<file path="config.mk">
export PLATFORM = sky130hd
export DESIGN_NAME = alu_issue_ctrl
export DESIGN_NICKNAME = d
export VERILOG_FILES = /design/src/rtl/alu_pkg.sv /design/src/rtl/alu_op_decode.sv /design/src/rtl/alu_issue_ctrl.sv
export SDC_FILE = /design/constraint.sdc
export NUM_CORES = 1
export LEC_CHECK = 0
export CAP_MARGIN = 10
export CORE_AREA = 4 4 155 157
export CTS_BUF_LIST = sky130_fd_sc_hd__clkbuf_8
export CTS_CLUSTER_DIAMETER = 60
export DETAILED_ROUTE_END_ITERATION = 10
export DIE_AREA = 0 0 159 161
export GPL_TIMING_DRIVEN = 0
export PLACE_DENSITY = 0.72
export SLEW_MARGIN = 40
export SYNTH_ARGS = -nofsm -noshare
export SYNTH_HDL_FRONTEND = slang
export SYNTH_SLANG_ARGS = --single-unit
</file>
<file path="constraint.sdc">
create_clock -name clk -period 19.85 [get_ports clk]
set_input_delay 5.955 -clock clk [delete_from_list [all_inputs] [get_ports clk]]
set_output_delay 5.955 -clock clk [all_outputs]
set_load 0.05 [all_outputs]
</file>
<file path="src/rtl/alu_pkg.sv">
// Shared definitions for the ALU issue path: ALU op-code constants,
// decode-stage aluop encodings, R-type funct3 selects and the issue FSM states.
package alu_pkg;

  localparam logic [3:0] OP_AND    = 4'b0000;
  localparam logic [3:0] OP_OR     = 4'b0001;
  localparam logic [3:0] OP_ADD    = 4'b0010;
  localparam logic [3:0] OP_SUB    = 4'b0110;
  localparam logic [3:0] OP_PASSB  = 4'b0111;
  localparam logic [3:0] OP_NOR    = 4'b1100;
  localparam logic [3:0] OP_NEGSUM = 4'b0101;

  localparam logic [1:0] ALUOP_MEM   = 2'b00;
  localparam logic [1:0] ALUOP_BR    = 2'b01;
  localparam logic [1:0] ALUOP_RTYPE = 2'b10;
  localparam logic [1:0] ALUOP_PASSB = 2'b11;

  localparam logic [2:0] F3_ADDSUB = 3'b000;
  localparam logic [2:0] F3_NEGSUM = 3'b001;
  localparam logic [2:0] F3_NOR    = 3'b100;
  localparam logic [2:0] F3_OR     = 3'b110;
  localparam logic [2:0] F3_AND    = 3'b111;

  typedef enum logic [1:0] {
    ST_IDLE = 2'b00,
    ST_EXEC = 2'b01,
    ST_RESP = 2'b10
  } state_e;

endpackage

</file>
<file path="src/rtl/alu_op_decode.sv">
// Combinational decode of the decode-stage aluop/funct fields into the
// 4-bit ALU operation select. Undefined R-type encodings fall back to ADD
// and raise illegal so the requester can see the substitution.
module alu_op_decode
  import alu_pkg::*;
(
  input  logic [1:0] aluop,
  input  logic [2:0] funct3,
  input  logic       funct7b,
  output logic [3:0] op,
  output logic       illegal
);

  // Map aluop (and funct fields for R-type) onto an ALU op code.
  always_comb begin
    op      = OP_ADD;
    illegal = 1'b0;
    case (aluop)
      ALUOP_MEM:   op = OP_ADD;
      ALUOP_BR:    op = OP_SUB;
      ALUOP_PASSB: op = OP_PASSB;
      ALUOP_RTYPE: begin
        case (funct3)
          F3_ADDSUB: op = funct7b ? OP_SUB : OP_ADD;
          F3_AND:    op = OP_AND;
          F3_OR:     op = OP_OR;
          F3_NOR:    op = OP_NOR;
          F3_NEGSUM: op = OP_NEGSUM;
          default: begin
            op      = OP_ADD;
            illegal = 1'b1;
          end
        endcase
      end
      default: op = OP_ADD;
    endcase
  end

endmodule

</file>
<file path="src/rtl/alu_issue_ctrl.sv">
// Issue controller for the 64-bit combinational ALU. Accepts one request at a
// time, holds the ALU operands/op stable for EXEC and RESP, captures the ALU
// result at the end of EXEC and presents it with a locally computed zero flag.
// Optional build macro ALU_ISSUE_CHECK_EN adds a reference model and the
// chk_mismatch output, which flags an ALU result that disagrees with the model.
module alu_issue_ctrl
  import alu_pkg::*;
#(
  parameter int WIDTH = 64,
  parameter int TAG_W = 4
) (
  input  logic             clk,
  input  logic             rst,
  input  logic             req_valid,
  output logic             req_ready,
  input  logic [1:0]       req_aluop,
  input  logic [2:0]       req_funct3,
  input  logic             req_funct7b,
  input  logic [WIDTH-1:0] req_a,
  input  logic [WIDTH-1:0] req_b,
  input  logic [TAG_W-1:0] req_tag,
  output logic [WIDTH-1:0] alu_a,
  output logic [WIDTH-1:0] alu_b,
  output logic [3:0]       alu_op,
  input  logic [WIDTH-1:0] alu_out,
  output logic             rsp_valid,
  input  logic             rsp_ready,
  output logic [WIDTH-1:0] rsp_result,
  output logic             rsp_zero,
  output logic             rsp_illegal,
  output logic [TAG_W-1:0] rsp_tag
`ifdef ALU_ISSUE_CHECK_EN
  ,
  output logic             chk_mismatch
`endif
);

  state_e             state_q,   state_d;
  logic [WIDTH-1:0]   alu_a_q,   alu_a_d;
  logic [WIDTH-1:0]   alu_b_q,   alu_b_d;
  logic [3:0]         alu_op_q,  alu_op_d;
  logic [TAG_W-1:0]   tag_q,     tag_d;
  logic               illegal_q, illegal_d;
  logic [WIDTH-1:0]   result_q,  result_d;
  logic               zero_q,    zero_d;

  logic [3:0]         dec_op;
  logic               dec_illegal;
  logic               accept;

  alu_op_decode u_dec (
    .aluop   (req_aluop),
    .funct3  (req_funct3),
    .funct7b (req_funct7b),
    .op      (dec_op),
    .illegal (dec_illegal)
  );

  // req_ready is combinational in RESP so a new request can be taken in the
  // same cycle the response handshake completes.
  always_comb begin
    case (state_q)
      ST_IDLE: req_ready = 1'b1;
      ST_RESP: req_ready = rsp_ready;
      default: req_ready = 1'b0;
    endcase
  end

  assign accept = req_valid & req_ready;

  // Next-state and next-register computation for the issue FSM.
  always_comb begin
    state_d   = state_q;
    alu_a_d   = alu_a_q;
    alu_b_d   = alu_b_q;
    alu_op_d  = alu_op_q;
    tag_d     = tag_q;
    illegal_d = illegal_q;
    result_d  = result_q;
    zero_d    = zero_q;

    // Operands and op move only on acceptance, keeping ALU inputs stable.
    if (accept) begin
      alu_a_d   = req_a;
      alu_b_d   = req_b;
      alu_op_d  = dec_op;
      tag_d     = req_tag;
      illegal_d = dec_illegal;
    end

    case (state_q)
      ST_IDLE: begin
        if (accept) state_d = ST_EXEC;
      end
      ST_EXEC: begin
        result_d = alu_out;
        zero_d   = (alu_out == '0);
        state_d  = ST_RESP;
      end
      ST_RESP: begin
        if (rsp_ready) state_d = req_valid ? ST_EXEC : ST_IDLE;
      end
      default: state_d = ST_IDLE;
    endcase
  end

  // State and datapath registers; reset aborts any operation in flight.
  always_ff @(posedge clk or posedge rst) begin
    if (rst) begin
      state_q   <= ST_IDLE;
      alu_a_q   <= '0;
      alu_b_q   <= '0;
      alu_op_q  <= OP_ADD;
      tag_q     <= '0;
      illegal_q <= 1'b0;
      result_q  <= '0;
      zero_q    <= 1'b1;
    end else begin
      state_q   <= state_d;
      alu_a_q   <= alu_a_d;
      alu_b_q   <= alu_b_d;
      alu_op_q  <= alu_op_d;
      tag_q     <= tag_d;
      illegal_q <= illegal_d;
      result_q  <= result_d;
      zero_q    <= zero_d;
    end
  end

  assign alu_a       = alu_a_q;
  assign alu_b       = alu_b_q;
  assign alu_op      = alu_op_q;
  assign rsp_valid   = (state_q == ST_RESP);
  assign rsp_result  = result_q;
  assign rsp_zero    = zero_q;
  assign rsp_illegal = illegal_q;
  assign rsp_tag     = tag_q;

`ifdef ALU_ISSUE_CHECK_EN
  logic chk_q, chk_d;

  function automatic logic [WIDTH-1:0] alu_ref(input logic [3:0] op,
                                               input logic [WIDTH-1:0] a,
                                               input logic [WIDTH-1:0] b);
    case (op)
      OP_AND:    alu_ref = a & b;
      OP_OR:     alu_ref = a | b;
      OP_ADD:    alu_ref = a + b;
      OP_SUB:    alu_ref = a - b;
      OP_PASSB:  alu_ref = b;
      OP_NOR:    alu_ref = ~(a | b);
      OP_NEGSUM: alu_ref = '0 - a - b;
      default:   alu_ref = '0;
    endcase
  endfunction

  // Compare the ALU against the model while it settles in EXEC; the flag
  // registers at the same edge as the result, so it lines up with rsp_valid.
  always_comb begin
    chk_d = (state_q == ST_EXEC) && (alu_out != alu_ref(alu_op_q, alu_a_q, alu_b_q));
  end

  // Single-cycle mismatch pulse register.
  always_ff @(posedge clk or posedge rst) begin
    if (rst) chk_q <= 1'b0;
    else     chk_q <= chk_d;
  end

  assign chk_mismatch = chk_q;
`endif

endmodule

</file>
==> metrics, run 1 <==
antenna-violating nets left=0; most used cell, CP=clkdlybuf4s50_1; initial core utilization=34.6%; Top delay family on crit path=buffers and inverters; Syn Area/Cell=16.2 um2; IO Port Bufs=408; die width=159 um; most common cell in the netlist=dfrtp_1; top cells by count, synth=dfrtp_1, mux2_2, mux2_1; critical-path cell list=clkdlybuf4s50_1 -> inv_1 -> a21oi_1 -> clkdlybuf4s50_1; drt via density=4.65; vias in the first global route=6539; Root Driver=clkbuf_8; worst-path maximum fanout=3; main flop type after synthesis=dfrtp_1; Tmin final=13460 ps; largest cells by area after synthesis=dfrtp_1, mux2_2, mux2_1; share of the synthesized area in the top cell type=65.0%; CP startpoint=rsp_ready; sequential share of the synthesized area=65.6%; # setup viols final=0; Worst Skew=8.95 ps; worst rel slew slack=59.7%; Max-Cap Viols=0; first-pass GRT wire length=37200 um; CTS tree=done; WL/cell=19.3 um; total global-route track usage=18.3%; CP Data Arrival Time=7510 ps; CP required=13890 ps; startpoint types=input pin; Final period util=67.8%; syn_nets=687; Yosys cell types=28; Setup TNS Final=0 ps; Mapped Area=7780 um2; DRT Wirelength=23900 um; area leader, netlist=dfrtp_1; Yosys reg bits=204; critical path endpoint category=output pin; Critical Path End=req_ready; NumNets Final=1137; H-tree Lvls=2; Post-synth EDFFs=0; r2r endpoint=alu_b[7]; hold-fix buffers at CTS=0; Synth async-reset ratio=100%; outcome=complete, no violations; Die Height=161 um; hpwl dp=18500 um; CTS resizes=0; row count=55; Cell Count Post-Placement=1176; Post-CTS Setup Repair Bufs=0; slowest cell on the critical path=clkdlybuf4s50_1; GPL Wtd Cong=0.758; min-delay worst type=flop to flop; CTS Buf Count=38; initial DRC count=130; YS warnings=0; Final Non-Filler Cells=1242; RSZ-0062 raised after global routing=no; full die area=25600 um2; largest net degree at the start of global routing=75; Leakage=5.42 nW; worst reg2reg path startpoint=state_q[1]; Core Area=22500 um2; Worst VDD drop=0.0998 mV; antenna violations before repair=0; fin. max-slew vios=0; clock transition at the registers of the reported paths=60 ps; Tightest Pin Transition=602 ps; Vias=5778; pwr/cell area=150 nW/um2; R2R setup slack=17910 ps; # diodes=0; Setup CP Type=input pin to output pin; Achievable Freq=74.3 MHz; synthesized instance count=481; IO Pins=410; DRT Pass-1 Iters=4; worst skew pair latency=510 ps; Num Clock Sinks=204; Crit path depth=4; clock buffer depth=3; worst path bufs/invs=3; layout overhead on the synthesized area=68.0%; Fillers=1852; CP max stage delay=890 ps; Residual DRC=0; total grt overflow=0; Reg2Reg Depth=4; ratio of cells with drive above 1 in the final layout=22.9%; Final Hold Violating Endpoints=0
==> cell usage in the layout, fill, tap and decap left out, types with 2 or more instances in the layout <==
| cell | n |
|---|---|
| clkbuf_8 | 51 |
| inv_1 | 21 |
| mux2_2 | 137 |
| nor2_1 | 2 |
| nand4_1 | 2 |
| nor2b_1 | 2 |
| a21oi_1 | 3 |
| nor3_1 | 2 |
| clkdlybuf4s50_1 | 408 |
| a31oi_1 | 2 |
| nand3_1 | 3 |
| dfrtp_1 | 202 |
| buf_2 | 15 |
| nor4_1 | 16 |
| nand2_1 | 5 |
| o21ai_0 | 3 |
| dfstp_2 | 2 |
| mux2_1 | 59 |
| buf_4 | 7 |
| buf_16 | 2 |
==> worst min-delay path by stage <==
| stage | cells after the start | from | slack, ps | to |
|---|---|---|---|---|
| floorplan | 2 | alu_op[1] | 610 | alu_op[1] |
| global placement | 1 | alu_b[1] | 470 | alu_b[1] |
| detailed placement | 1 | alu_b[21] | 470 | alu_b[21] |
| CTS | 1 | alu_b[21] | 490 | alu_b[21] |
| global route | 1 | alu_b[56] | 500 | alu_b[56] |
| finish | 1 | alu_b[38] | 480 | alu_b[38] |
==> worst reg2reg max path, cell delays in order (launching register included) <==
cell and delay (ps):
dfrtp_1 400, a211oi_2 550, buf_4 290, buf_4 230, mux2_1 340
==> logic make-up (layout without fill, tap and decap cells) <==
logic type	count (synthesis)	count (layout)	synth area share, %
xor gates and xnor gates	1	1	0.113
AOI/OAI and AO/OA	13	13	1.17
buffers and inverters	31	507	2.07
DFF	204	204	65.6
and+or+nand+nor	36	36	2.64
muxes	196	196	28.4
==> metrics by stage <==
stage	utilization, %	cell area [um2]	power (W)	worst slack, ps	hold slack [ps]
after global routing	58.1	13100	0.00204	6340	497
after floorplan	-	7780	0.00120	7120	605
after CTS	58.1	13100	0.00198	6360	487
after detailed placement	54.6	12300	0.00156	6380	474
final	58.1	13100	0.00196	6390	483
after global placement	54.3	12200	0.00155	5330	466
==> flip-flops by register name, summed over array words and instances (netlist names) <==
signal,flops
rsp_tag,4
alu_a,64
rsp_illegal,1
rsp_result,64
alu_b,64
state_q,2
rsp_zero,1
alu_op,4
==> power by group <==
part	leakage [nW]	switching, W	internal (W)	total [W]
clock network	0.455	0.000169	0.000240	0.000409
logic	2.58	0.000598	0.000345	0.000943
registers	2.38	0.0000617	0.000542	0.000603
total	5.42	0.000828	0.00113	0.00196
==> layer usage <==
layer / global-route usage [%] / vias to the layer above / share of wire [%]
met3: 8.09 / 52 / 10
met4: 5.80 / 0 / 2.7
met5: 0 / - / 0
met2: 32.3 / 278 / 50
met1: 19.9 / 2820 / 37
li1: - / 2628 / -
==> cell type report <==
class                   instances  area, um2  area share (%)
well taps                     285        357            2.73
clock inverters                15       82.6           0.632
multi-input cells             246       2510            19.2
clock buffers                  51        702            5.37
plain buffers                  23        131            1.01
inverters                       8       37.5           0.287
flip-flops and latches        204       5110            39.1
repair buffers                410       4140            31.7
No activity file was read; power rests on OpenSTA's default activity.
==> run 2, diff against run 1 <==
--- a/config.mk
+++ b/config.mk
@@ -6,13 +6,13 @@
 export NUM_CORES = 1
 export LEC_CHECK = 0
 export CAP_MARGIN = 10
-export CORE_AREA = 4 4 155 157
+export CORE_AREA = 4 4 156 158
 export CTS_BUF_LIST = sky130_fd_sc_hd__clkbuf_8
 export CTS_CLUSTER_DIAMETER = 60
 export DETAILED_ROUTE_END_ITERATION = 10
-export DIE_AREA = 0 0 159 161
+export DIE_AREA = 0 0 160 162
 export GPL_TIMING_DRIVEN = 0
-export PLACE_DENSITY = 0.72
+export PLACE_DENSITY = 0.71
 export SLEW_MARGIN = 40
 export SYNTH_ARGS = -nofsm -noshare
 export SYNTH_HDL_FRONTEND = slang
==> constraint.sdc (replaced) <==
create_clock -name clk -period 12.65 [get_ports clk]
set_input_delay 3.795 -clock clk [delete_from_list [all_inputs] [get_ports clk]]
set_output_delay 3.795 -clock clk [all_outputs]
set_load 0.05 [all_outputs]
==> metrics, run 2 (synthesized netlist as in run 1, its figures left out) <==
IO Pins=410 (unchanged); Root Driver=clkbuf_8 (unchanged); worst rel slew slack=54.1% (was 59.7%); Residual DRC=0 (unchanged); Vias=5745 (was 5778); # setup viols final=0 (unchanged); hold-fix buffers at CTS=0 (unchanged); worst-path maximum fanout=3 (unchanged); first-pass GRT wire length=36100 um (was 37200 um); critical path endpoint category=output pin (unchanged); Final period util=71.9%; Setup CP Type=input pin to output pin (unchanged); GPL Wtd Cong=0.773 (was 0.758); antenna-violating nets left=0 (unchanged); Achievable Freq=110 MHz; Worst Skew=10.9 ps (was 8.95 ps); total placed instance area=12300 um2 (about the same); met2 WL=11900 um (was 12100 um); die width=160 um (was 159 um); drt via density=4.62 (was 4.65); largest net degree at the start of global routing=76 (was 75); total grt overflow=0 (unchanged); RSZ-0062 raised after global routing=no (unchanged); clock transition at the registers of the reported paths=50 ps (was 60 ps); max layer used=met4 (unchanged); Post-CTS Setup Repair Bufs=0 (unchanged); # diodes=0 (unchanged); met1 wire length=8590 um (was 8830 um); DRT Pass-1 Iters=4 (unchanged); final core utilization=56.5% (was 58.1%); initial DRC count=119 (was 130); design area=13100 um2 (about the same); pwr/cell area=233 nW/um2 (was 150 nW/um2); layout overhead on the synthesized area=67.9% (was 68.0%); CP required=8850 ps (was 13890 ps); antenna violations before repair=0 (unchanged); Core Area=23100 um2 (was 22500 um2); row count=56 (was 55); CTS resizes=0 (unchanged); min-delay worst type=flop to flop (unchanged); Leakage=5.41 nW (was 5.42 nW); DRT Wirelength=23500 um (was 23900 um); Worst VDD drop=0.138 mV (was 0.0998 mV); worst skew pair latency=500 ps (was 510 ps); Num Clock Sinks=204 (unchanged); CP Data Arrival Time=5300 ps (was 7510 ps); Max-Cap Viols=0 (unchanged); Final Hold Violating Endpoints=0 (unchanged); H-tree Lvls=2 (unchanged); IO Port Bufs=408 (unchanged); Die Height=162 um (was 161 um); clock buffer depth=3 (unchanged); ratio of cells with drive above 1 in the final layout=22.9% (about the same); Tmin final=9090 ps; most common cell after layout, fill and taps aside=clkdlybuf4s50_1 (unchanged); full die area=25900 um2 (was 25600 um2); total global-route track usage=17.6% (was 18.3%); vias in the first global route=6439 (was 6539); CTS Buf Count=37 (was 38); most frequent cells in the layout=clkdlybuf4s50_1, dfrtp_1, mux2_2 (unchanged); hpwl dp=18200 um (was 18500 um); power consumption=0.00305 W (was 0.00196 W); outcome=complete, no violations (unchanged); CTS tree=done (unchanged); WL met3=2480 um (was 2410 um); startpoint types=input pin (unchanged); NumNets Final=1137 (unchanged); initial core utilization=33.7% (was 34.6%); WL/cell=18.9 um (was 19.3 um); fin. max-slew vios=0 (unchanged); Setup TNS Final=0 ps (unchanged); Tightest Pin Transition=688 ps (was 602 ps)
-- run 2: changes by cell type in the layout (fill, tap and decap cells not counted) --
cell and delta:
clkinv_2 +2, buf_16 +1, inv_1 -2, bufinv_16 +1, clkbuf_8 -5
-- run 2: layer usage --
metal,GRT usage [%],vias to the layer above
li1,-,2630
met1,19.2,2779
met2,31.1,289
met3,7.76,47
met4,5.59,0
met5,0,-
-- run 2: cell type report --
class / instances / area, um2
Buffer: 23 / 131
Tap cell: 290 / 363
Timing Repair Buffer: 411 / 4170
Sequential cell: 204 / 5110
Clock inverter: 16 / 115
Multi-Input combinational cell: 246 / 2510
Fill cell: 1932 / 10100
Clock buffer: 46 / 633
Inverter: 8 / 37.5
-- run 2: report_power, final --
part	internal, W	switching, W	leakage (nW)	total [W]
Combinational	0.000542	0.000936	2.59	0.00148
Clock	0.000366	0.000259	0.431	0.000624
Sequential	0.000850	0.0000956	2.38	0.000945
-- run 2: per-stage QoR --
stage          cells  hold slack (ps)  setup slack [ps]
3_5_place_dp    1182              474              3550
3_3_place_gp    1179              466               288
5_1_grt         1244              490              3530
2_1_floorplan    481              605              3290
6_report        1244              480              3560
4_1_cts         1244              485              3540
-- run 2: worst paths after layout --
check / startpoint / to / slack (ps) / cells after the start
min in group asynchronous: rst / alu_b[42] / 3690 / 2
hold / removal: alu_b[11] / alu_b[11] / 480 / 1
setup reg to reg: state_q[1] / alu_b[16] / 10600 / 4
setup / recovery: rsp_ready / req_ready / 3560 / 4
max in group asynchronous: rst / alu_a[59] / 8130 / 4
hold reg to reg: alu_b[11] / alu_b[11] / 480 / 1
-- run 2: worst max-delay path: stages --
cell and delay [ps]:
clkdlybuf4s50_1 470, inv_1 70, a21oi_1 120, clkdlybuf4s50_1 850
